## config.mk

```make
export PLATFORM = sky130hd
export DESIGN_NAME = ram_read_responder
export DESIGN_NICKNAME = d
export VERILOG_FILES = /design/src/rtl/ram_read_responder.sv
export SDC_FILE = /design/constraint.sdc
export NUM_CORES = 1
export LEC_CHECK = 0
export CAP_MARGIN = 40
export CORE_UTILIZATION = 50
export CTS_CLUSTER_DIAMETER = 100
export DETAILED_ROUTE_END_ITERATION = 12
export PLACE_DENSITY = 0.8
export SLEW_MARGIN = 20
export SYNTH_ARGS = -nofsm -noshare
export SYNTH_HDL_FRONTEND = slang
export SYNTH_SLANG_ARGS = --single-unit
```

## constraint.sdc

```tcl
create_clock -name clk -period 3.3 [get_ports clk]
set_clock_uncertainty 0.1 [all_clocks]
set_input_delay 0.33 -clock clk [delete_from_list [all_inputs] [get_ports clk]]
set_output_delay 0.33 -clock clk [all_outputs]
set_load 0.05 [all_outputs]
```

## src/rtl/ram_read_responder.sv

```systemverilog
// Read-channel responder: turns a 32-bit word read into two 16-bit SRAM accesses
// (low half, then high half) under arbiter req/grant, returning the word with a one-cycle is_ready.
module ram_read_responder #(
    parameter int ADDR_W      = 19,
    parameter int WAIT_CYCLES = 2
) (
    input  logic              clk,
    input  logic              reset,
    input  logic              sig_read,
    input  logic [ADDR_W-1:0] address,
    output logic [31:0]       data,
    output logic              is_ready,
    output logic              busy,
    output logic              sram_req,
    input  logic              sram_grant,
    output logic [ADDR_W:0]   sram_addr,
    output logic              sram_oe_n,
    output logic              sram_ub_n,
    output logic              sram_lb_n,
    input  logic [15:0]       sram_dq_in
);

    typedef enum logic [2:0] {IDLE, REQ, ACCESS, DONE, RELEASE} state_t;
    typedef enum logic {PH_LO = 1'b0, PH_HI = 1'b1} phase_t;

    localparam logic [3:0] CNT_INIT = 4'(WAIT_CYCLES);

    typedef struct packed {
        state_t            state;
        phase_t            phase;
        logic [3:0]        cnt;
        logic [ADDR_W-1:0] addr_q;
        logic [15:0]       data_lo;
        logic [31:0]       data;
        logic              is_ready;
        logic              busy;
        logic              sram_req;
        logic              oe_n;
        logic [ADDR_W:0]   sram_addr;
    } regs_t;

    localparam regs_t RST = '{
        state:     IDLE,
        phase:     PH_LO,
        cnt:       CNT_INIT,
        addr_q:    '0,
        data_lo:   '0,
        data:      '0,
        is_ready:  1'b0,
        busy:      1'b0,
        sram_req:  1'b0,
        oe_n:      1'b1,
        sram_addr: '0
    };

    regs_t r, r_d;

    always_ff @(posedge clk or posedge reset) begin
        if (reset) r <= RST;
        else       r <= r_d;
    end

    always_comb begin
        r_d          = r;
        r_d.is_ready = 1'b0;

        case (r.state)
            IDLE: begin
                if (sig_read) begin
                    r_d.state  = REQ;
                    r_d.addr_q = address;
                    r_d.phase  = PH_LO;
                end
            end
            REQ: begin
                if (sram_grant) begin
                    r_d.state = ACCESS;
                    r_d.cnt   = CNT_INIT;
                end
            end
            ACCESS: begin
                // Losing the grant abandons only the half in flight; phase is kept.
                if (!sram_grant) begin
                    r_d.state = REQ;
                end else if (r.cnt == 4'd1) begin
                    if (r.phase == PH_LO) begin
                        r_d.data_lo = sram_dq_in;
                        r_d.phase   = PH_HI;
                        r_d.cnt     = CNT_INIT;
                    end else begin
                        r_d.data  = {sram_dq_in, r.data_lo};
                        r_d.state = DONE;
                    end
                end else begin
                    r_d.cnt = r.cnt - 4'd1;
                end
            end
            DONE: begin
                r_d.is_ready = 1'b1;
                r_d.state    = sig_read ? RELEASE : IDLE;
            end
            RELEASE: begin
                if (!sig_read) r_d.state = IDLE;
            end
            default: r_d.state = IDLE;
        endcase

        // SRAM-side outputs are registered from the state being entered.
        r_d.busy     = (r_d.state != IDLE);
        r_d.sram_req = (r_d.state == REQ) || (r_d.state == ACCESS);
        r_d.oe_n     = (r_d.state != ACCESS);
        if (r_d.state == ACCESS) r_d.sram_addr = {r_d.addr_q, r_d.phase};
    end

    assign data      = r.data;
    assign is_ready  = r.is_ready;
    assign busy      = r.busy;
    assign sram_req  = r.sram_req;
    assign sram_addr = r.sram_addr;
    assign sram_oe_n = r.oe_n;
    assign sram_ub_n = r.oe_n;
    assign sram_lb_n = r.oe_n;

endmodule

```

**After elaboration in Yosys (flattened, before gate mapping)**

Index checks and enable logic that the tools add are counted.

- $add $sub $neg: 1
- Equality and inequality tests: 11
- Mux-type cells: 17
- Bitwise gates (word level): 1
- Reductions and logical operators: 7

Operator list:

| kind | number |
|---|---|
| 19-bit two-way mux | 2 |
| 4-bit two-way mux | 5 |
| 3-bit two-way mux | 5 |
| 3-bit case mux with 5 select lines | 1 |
| 4-bit AND reduction | 3 |
| 3-bit by 2-bit equality test with 1-bit output, second input constant | 3 |
| 4-bit case mux with 2 select lines | 1 |
| 3-bit by 1-bit equality test with 1-bit output, second input constant | 2 |
| 5-bit two-way mux | 1 |
| 4-bit by 1-bit equality test with 1-bit output, second input constant | 1 |
| 2-bit inequality test, second input constant | 2 |
| 4-bit by 1-bit subtractor with 4-bit output, second input constant | 1 |
| 3-bit equality test, second input constant | 1 |
| 3-bit zero test | 1 |
| 3-bit by 2-bit inequality test with 1-bit output, second input constant | 1 |
| 3-bit inequality test, second input constant | 1 |
| 3-bit nonzero test | 1 |
| 1-bit case mux with 2 select lines | 1 |
| 2-bit nonzero test | 1 |
| 1-bit logical OR | 1 |
| 1-bit two-way mux | 1 |
| 1-bit inverter | 1 |

- Flip-flop bits (word level): 99
- Input bits: 39
- Output and inout port bits: 58
- Word-level logic and storage cells: 48

**Depth between registers and ports, before layout**

- Word-level depth: 6
- Depth in mapped cells: 7
- Depth with buffers taken out: 6

**Least setup slack after synthesis**

Ideal clock, no wire load.

- Kind: flip-flop to flip-flop
- From: register r[92] in the netlist's numbering
- To: register r, in the netlist sram_addr[16]
- Library setup time: 125 ps
- Data arrival time: 1732 ps
- Required time: 3075 ps
- Setup slack: 1343 ps
- Stages on the path, launching flop included: 7
- Path buffers: 1
- Clock period less this slack: 1957 ps
- Cell sequence: dfstp_2 -> inv_1 -> ha_1 -> and4bb_2 -> o21ai_2 -> buf_4 -> mux2_2

- Longest elaborated chain between the ends: 5

RTL lines:

| element | line | RTL |
|---|---|---|
| from (decl) | 56 | `regs_t r, r_d;` |
| from (signal assigned) | 60 | `else r <= r_d;` |
| 4-bit by 1-bit equality test with 1-bit output | 85 | `end else if (r.cnt == 4'd1) begin` |
| 4-bit two-way mux | 85 |  |
| 3-bit two-way mux | 83 | `if (!sram_grant) begin` |
| 3-bit case mux with 5 select lines | 67 | `case (r.state)` |
| 3-bit by 2-bit equality test with 1-bit output | 112 | `if (r_d.state == ACCESS) r_d.sram_addr = {r_d.addr_q, r_d.phase};` |

Every way passes these cells.
A chain may end at the register's enable or synchronous reset.

**Worst setup path after layout**

- From: register r[92] in the netlist's numbering
- To: register r, in the netlist sram_addr[3]

Same word-level chain as after synthesis.

==> results.py <==
metrics = {
    "critical_path": {
        "cp.required_ns": 3.45,
        "cpPeakStageDelay_ns": 0.53,
        "worst_setup_path_start_kind": "flip-flop",
        "timing.critical_path.buf_inv": 2,
        "r2r-start": "r[92]$_DFFE_PP1P_",
        "end_kind": "flip-flop",
        "crit_fanout": 12,
        "slowest_stage": "dfstp_2",
        "critical_path_class": "flip-flop to flip-flop",
        "worstPathArrival_ns": 2.58,
        "crit_family": "flip-flops",
        "crit_start": "r[92]$_DFFE_PP1P_",
        "crit_chain": "inv_1 > ha_1 > and4bb_2 > o21ai_2 > buf_6 > mux2_2",
    },
    "grt": {
        "antenna_found_initial": 0,
        "grt_pass1_vias": 2363,
        "grt_overflow": 0,
        "grt_pass1_wl_mm": 11.2,
        "grt_max_degree": 51,
        "track_usage": 0.166,
    },
    "yosys": {
        "synth_edf_count": 0,
        "ys_seq_area_frac": 0.570,
        "synth_area_per_cell_um2": 14.6,
        "yosysWarnings": 0,
        "synth_area_leaders": "dfrtp_1, mux2_2, buf_4, mux2_4, mux2_1",
        "synth.cell_area_um2": 4350,
        "synth.most_common_cell": "dfrtp_1",
        "synth_top_cell_area_share": 0.558,
        "synth_seq_cells": 99,
        "synth-async-reset-ratio": 1.00,
        "syn-num-nets": 339,
        "synthFlopType": "dfrtp_1",
        "netlist_top_cells_count": "dfrtp_1, mux2_2, buf_4",
        "synthDistinctLibCells": 39,
        "syn_inst": 298,
        "synth_largest_area_cell": "dfrtp_1",
    },
    "power_and_ir_drop": {
        "p_switching_mw": 1.56,
        "p_clk_frac": 0.174,
        "power.density_nw_per_um2": 809,
        "ir_worst_vdd_mv": 0.488,
        "p_leak_nw": 2.33,
        "p_total_mw": 4.18,
        "comb_power_share": 0.404,
        "swShare": 0.374,
        "seqPwrFrac": 0.422,
        "p_int_mw": 2.62,
    },
    "routing": {
        "wl_met2_mm": 3.19,
        "top_layer": "met4",
        "drc": 0,
        "wl_mm": 6.93,
        "wl_met1_mm": 3.09,
        "first_iter_violations": 54,
        "drtAntennaViolNets": 0,
        "vias_per_cell": 5.06,
        "dr.pass1.iters": 4,
        "vias": 2288,
        "wl_per_cell_um": 15.3,
        "route.met3.wl_um": 483,
    },
    "sta": {
        "worst_pin_slew_ns": 0.749,
        "fin_ws_ns": 0.874,
        "period_share": 0.735,
        "tns_ns": 0,
        "setup_viol": 0,
        "whs_ns": 0.291,
        "fmax_mhz": 412,
        "slew_violations": 0,
        "slew-limit-headroom": 0.499,
        "hold_viol": 0,
        "period_needed_ns": 2.43,
        "rsz0062_at_grt": "false",
    },
    "min_path": {
        "hp-class": "primary input to async pin",
    },
    "job": {
        "drv_cap": 0,
    },
    "floorplanning": {
        "start_util": 0.524,
        "die_h_um": 95.3,
        "die_w_um": 95.3,
        "fp-row-count": 33,
        "core_um2": 8300,
        "dieArea_um2": 9080,
        "ioPinCount": 97,
    },
    "layout": {
        "fin_area_um2": 5170,
        "syn2layout_area_growth_pct": 19.0,
        "fill_cells": 631,
        "n_antenna_cell": 0,
        "drive_above_1_share": 0.320,
        "layout.nets": 383,
    },
    "clock_tree": {
        "cts_tree": "yes",
        "clkLatencyLatePin_ns": 0.36,
        "cts_setup_buffers": 0,
        "cts-buffers-inserted": 9,
        "ctsResizeCount": 0,
        "clock-sinks": 99,
        "hold_buffers": 0,
        "cts_root_buffer": "clkbuf_8",
        "clk_path_buf_depth": 2,
        "clk_pin_slew_ns": 0.10,
        "cts_max_level": 3,
    },
    "run_status": {
        "status": "completed",
    },
    "placed_design": {
        "pre_cts_ws_ns": 0.757,
        "port_buffers": 96,
        "place_area_um2": 4990,
        "place_congestion": 0.776,
        "place_hpwl_mm": 4.81,
    },
}
==> power groups by stage <==
stage	clock network, mW	registers (mW)	logic, mW
after floorplan	0	1.78	1.41
after global placement	0	1.78	1.66
after detailed placement	0	1.79	1.71
after CTS	0.753	1.77	1.71
after global routing	0.795	1.81	1.80
final	0.727	1.77	1.69
==> registers in the layout, indices dropped and copies added, names as in the netlist <==
register	flops
sram_lb_n	1
sram_req	1
is_ready	1
sram_addr	20
data	32
r	43
busy	1
==> stage by stage <==
| stage | utilization | cells |
|---|---|---|
| detailed placement | 0.601 | 436 |
| global placement | 0.600 | 435 |
| floorplan | - | 298 |
| global route | 0.623 | 452 |
| finish | 0.623 | 452 |
| CTS | 0.623 | 452 |
==> logic make-up after synthesis <==
| family | Yosys count | share of synthesized area |
|---|---|---|
| fa+ha+maj | 2 | 0.00575 |
| xor+xnor | 1 | 0.00201 |
| compound gates | 17 | 0.0279 |
| mux | 86 | 0.231 |
| flops | 99 | 0.570 |
| buf+inv | 73 | 0.122 |
| simple gates | 20 | 0.0411 |
==> cell type report <==
class                   instances  area, µm²  share of cell area
flip-flops and latches         99       2480               0.479
clock buffers                  10        138              0.0266
inverters                       7       28.8             0.00556
multi-input cells             126       1350               0.261
clock inverters                 6       47.5             0.00919
well taps                     105        131              0.0254
repair buffers                 99       1000               0.193
==> layer usage <==
metal,up-vias,track usage
li1,1070,-
met1,1130,0.206
met2,75,0.262
met3,13,0.0447
met4,0,0.0947
met5,-,0
==> worst paths after layout <==
kind,end,slack (ns),cells after the start
max,sram_addr[3]$_DFFE_PP0N_,0.87,6
min,data[10]$_DFFE_PP0P_,0.29,2
max reg2reg,sram_addr[3]$_DFFE_PP0N_,0.87,6
min reg2reg,r[77]$_DFF_PP0_,0.39,1
max in group asynchronous,sram_lb_n$_DFF_PP1_,2.07,3
min in group clk,r[77]$_DFF_PP0_,0.39,1
==> cell usage in the layout, fill, tap and decap left out, types with 2 or more instances in the layout <==
| master | n |
|---|---|
| inv_6 | 3 |
| clkdlybuf4s50_1 | 96 |
| mux2_1 | 5 |
| dfstp_2 | 2 |
| ha_1 | 2 |
| nand2_1 | 2 |
| nor2_1 | 3 |
| clkbuf_8 | 10 |
| mux2_4 | 10 |
| o21ai_0 | 3 |
| dfrtp_1 | 97 |
| nand4bb_1 | 2 |
| mux2_2 | 71 |
| inv_1 | 6 |
| o211ai_1 | 2 |
| a21o_1 | 2 |
| o41ai_1 | 2 |
| a21oi_1 | 2 |
No activity file was read; power rests on OpenSTA's default activity.
==> variant 1: new RTL, same flow settings <==
The parameter `ADDR_W` goes from 19 to 23.
--- a/src/rtl/ram_read_responder.sv
+++ b/src/rtl/ram_read_responder.sv
@@ -1,7 +1,7 @@
 // Read-channel responder: turns a 32-bit word read into two 16-bit SRAM accesses
 // (low half, then high half) under arbiter req/grant, returning the word with a one-cycle is_ready.
 module ram_read_responder #(
-    parameter int ADDR_W      = 19,
+    parameter int ADDR_W      = 23,
     parameter int WAIT_CYCLES = 2
 ) (
     input  logic              clk,
Ports: changed (resized address and sram_addr); port bits go from 97 to 105. No check against the original RTL was run, so the function may have changed too.
==> variant 1 against the unedited design <==
  * Combinational power is 18% higher
  * Cell area grew 8.6%
  * Global-route usage is 0.46 points lower
  * Clock power shrank 4.1%
  * Count of clock-buffer cells in the layout rose by 1
  * Sequential cell count rose by 8
  * Worst setup slack better by 0.20 ns
  * Routed wire length up 8.3%
  * Total power is 11% higher
  * Non-clock buffer count grew 10
  * Synthesized area rose by 9.3%
==> variant 1: results <==
set metrics [dict create \
    gr-usage-met1_pct 19.9 \
    drtIter0Drc 48 \
    grt_max_degree 57 \
    dp_hpwl_um 5050 \
    dpl-instance-area_um2 5450 \
    yosys-top-cells-count "dfrtp_1 (105), buf_4 (60), mux2_2 (52), mux2_4 (29), mux2_1 (13)" \
    p_leak_uw 0.00255 \
    reg2reg_from "r[100]" \
    arrival_ns 2.36 \
    grtUsageMet3_pct 4.85 \
    run_status "complete, no violations" \
    nNetsFinal 413 \
    syn-num-nets 364 \
    crit_fanout 16 \
    grt_usage_pct 16.1 \
    synthTopCellsByArea "dfrtp_1 (55%), mux2_2 (12%), buf_4 (9.5%)" \
    num-fill-cells 709 \
    place.port_buffers 104 \
    holdWs_ns 0.329 \
    ys_seq_area_share_pct 56.4 \
    synth_compound_area_share_pct 2.71 \
    r2r-end "r[73]" \
    drt-met1-wl_um 3300 \
    synthMuxAreaShare_pct 24.6 \
    synthDistinctLibCells 37 \
    dr_total_vias 2463 \
    dr_wl_met3_um 431 \
]
variant 1: worst max-delay path, cell delays in order (launching register included):
cell and delay [ns]:
dfstp_2 0.37, inv_1 0.09, ha_1 0.23, nor3b_1 0.43, and3_1 0.24, buf_4 0.29
mux2_2 0.37
variant 1: worst max path at each step:
| stage | start | endpoint | slack [ns] | cells past startpoint |
|---|---|---|---|---|
| 2_1_floorplan | reset | busy | 0.06 | 1 |
| 3_3_place_gp | sig_read | sram_addr[2] | 0.91 | 5 |
| 3_5_place_dp | sig_read | sram_addr[23] | 0.85 | 5 |
| 4_1_cts | r[100] | r[73] | 1.07 | 6 |
| 5_1_grt | r[100] | r[70] | 0.95 | 6 |
| 6_report | r[100] | r[73] | 1.08 | 6 |
variant 1: area by class of cell:
| cell class | instances | area, µm² | share of cell area [%] |
|---|---|---|---|
| well taps | 129 | 161 | 2.87 |
| inverters | 7 | 28.8 | 0.512 |
| clock inverters | 5 | 37.5 | 0.668 |
| flip-flops and latches | 107 | 2680 | 47.7 |
| repair buffers | 109 | 1090 | 19.4 |
| clock buffers | 11 | 131 | 2.34 |
| multi-input cells | 134 | 1490 | 26.5 |
variant 1: power breakdown:
group          internal (µW)  total [µW]  leakage [µW]  switching (µW)
logic                    898        2000       0.00110            1100
clock network            278         697     0.0000799             419
registers               1720        1940       0.00137             219
total                   2900        4640       0.00255            1740
variant 1: cells by family after synthesis:
kind of cell / count (synthesis)
AND/OR/NAND/NOR: 20
multiplexers: 94
AO/OA/AOI/OAI: 17
flip-flops: 107
adder cells (fa/ha/maj): 2
XOR/XNOR: 1
buffers and inverters: 78
variant 1: metrics by stage:
step                      setup slack [ns]  cells
final                                 1.08    502
after global routing                 0.952    502
after global placement               0.910    486
after CTS                             1.07    502
after floorplan                     0.0561    319
after detailed placement             0.848    486
==> variant 2: new RTL, config.mk and constraints unchanged <==
Without the edit above. Reset style: synchronous (`reset`), changed in one clocked block.
--- a/src/rtl/ram_read_responder.sv
+++ b/src/rtl/ram_read_responder.sv
@@ -55,7 +55,7 @@
 
     regs_t r, r_d;
 
-    always_ff @(posedge clk or posedge reset) begin
+    always_ff @(posedge clk) begin
         if (reset) r <= RST;
         else       r <= r_d;
     end
Function: differs if reset is asserted again (counterexample within 4 cycles, from zero or initial values and one cycle with reset high); with reset held inactive, the same outputs for 4 cycles.
==> variant 2 against the unedited design <==
  * Sequential cell count unchanged
  * Non-clock buffer count up 1
  * Synthesized area down 5.6%
  * Cell area down 6.6%
  * Routed wire length up 8.9%
  * Worst setup slack better by 0.24 ns
Power is not compared: it rests on default switching activity, and its combinational part moved more than twofold at a synthesized area within 25%.
==> variant 2: results <==
set metrics [dict create \
    synthXorXnorAreaFrac_pct 0.213 \
    yosys-top-cells-count "dfxtp_1 (99), nand2_1 (91), buf_4 (58), nor2_1 (46), a21oi_1 (41)" \
    grtUsageMet3_pct 4.60 \
    seq_share_pct 41.0 \
    critPathSlowestCell "or3_1" \
    wl_um 7540 \
    synthDistinctLibCells 42 \
    drtPass1Iterations 5 \
    fin_crit_ns 2.19 \
    crit_path_max_incr_delay_ns 0.63 \
    vias_per_cell 5.11 \
    inv_count 3 \
    drtIter0Drc 93 \
    crit_fanout 16 \
    tightest_slew_ns 0.714 \
    synth_compound_area_share_pct 13.0 \
    holdWs_ns 0.339 \
    synthAdderAreaFrac_pct 0.610 \
    globalplace.congestion 0.722 \
    dp_hpwl_um 5210 \
    pre_cts_ws_ns 0.892 \
    synthFlopType "dfxtp_1" \
    synthTopCellsByArea "dfxtp_1 (48%), buf_4 (11%), nand2_1 (8.3%)" \
    run_status "complete, no violations" \
    nNetsFinal 526 \
    grt_pass1_wl_um 12600 \
]
-- variant 2: cell types whose count changed in the layout (fill, tap and decap cells not counted), sizes merged, moves of 5 or more --
cell | before | now
mux2 | 86 | 0
dfrtp | 97 | 0
nor2 | 3 | 46
a21oi | 2 | 51
dfxtp | 0 | 99
inv | 10 | 5
mux2i | 0 | 20
nand2 | 3 | 101
a211oi | 1 | 20
-- variant 2: worst paths after layout --
kind         startpoint        to  cells past startpoint
max               r[91]     r[61]                      5
min               reset     r[98]                      2
max reg2reg       r[91]     r[61]                      5
min reg2reg    data[29]  data[29]                      2
-- variant 2: layer usage --
metal	share of wire, %	vias up	wire length (µm)
met2	48	78	3640
met5	0	-	0
met1	45	1429	3390
met4	0.93	0	70
li1	-	1514	-
met3	5.8	7	435
-- variant 2: power groups by stage --
stage               Combinational, µW  Sequential (µW)  Clock (µW)
floorplan                         245             1300           0
global placement                  336             1290           0
detailed placement                342             1290           0
CTS                               343             1260         721
global route                      363             1270         774
finish                            339             1260         700
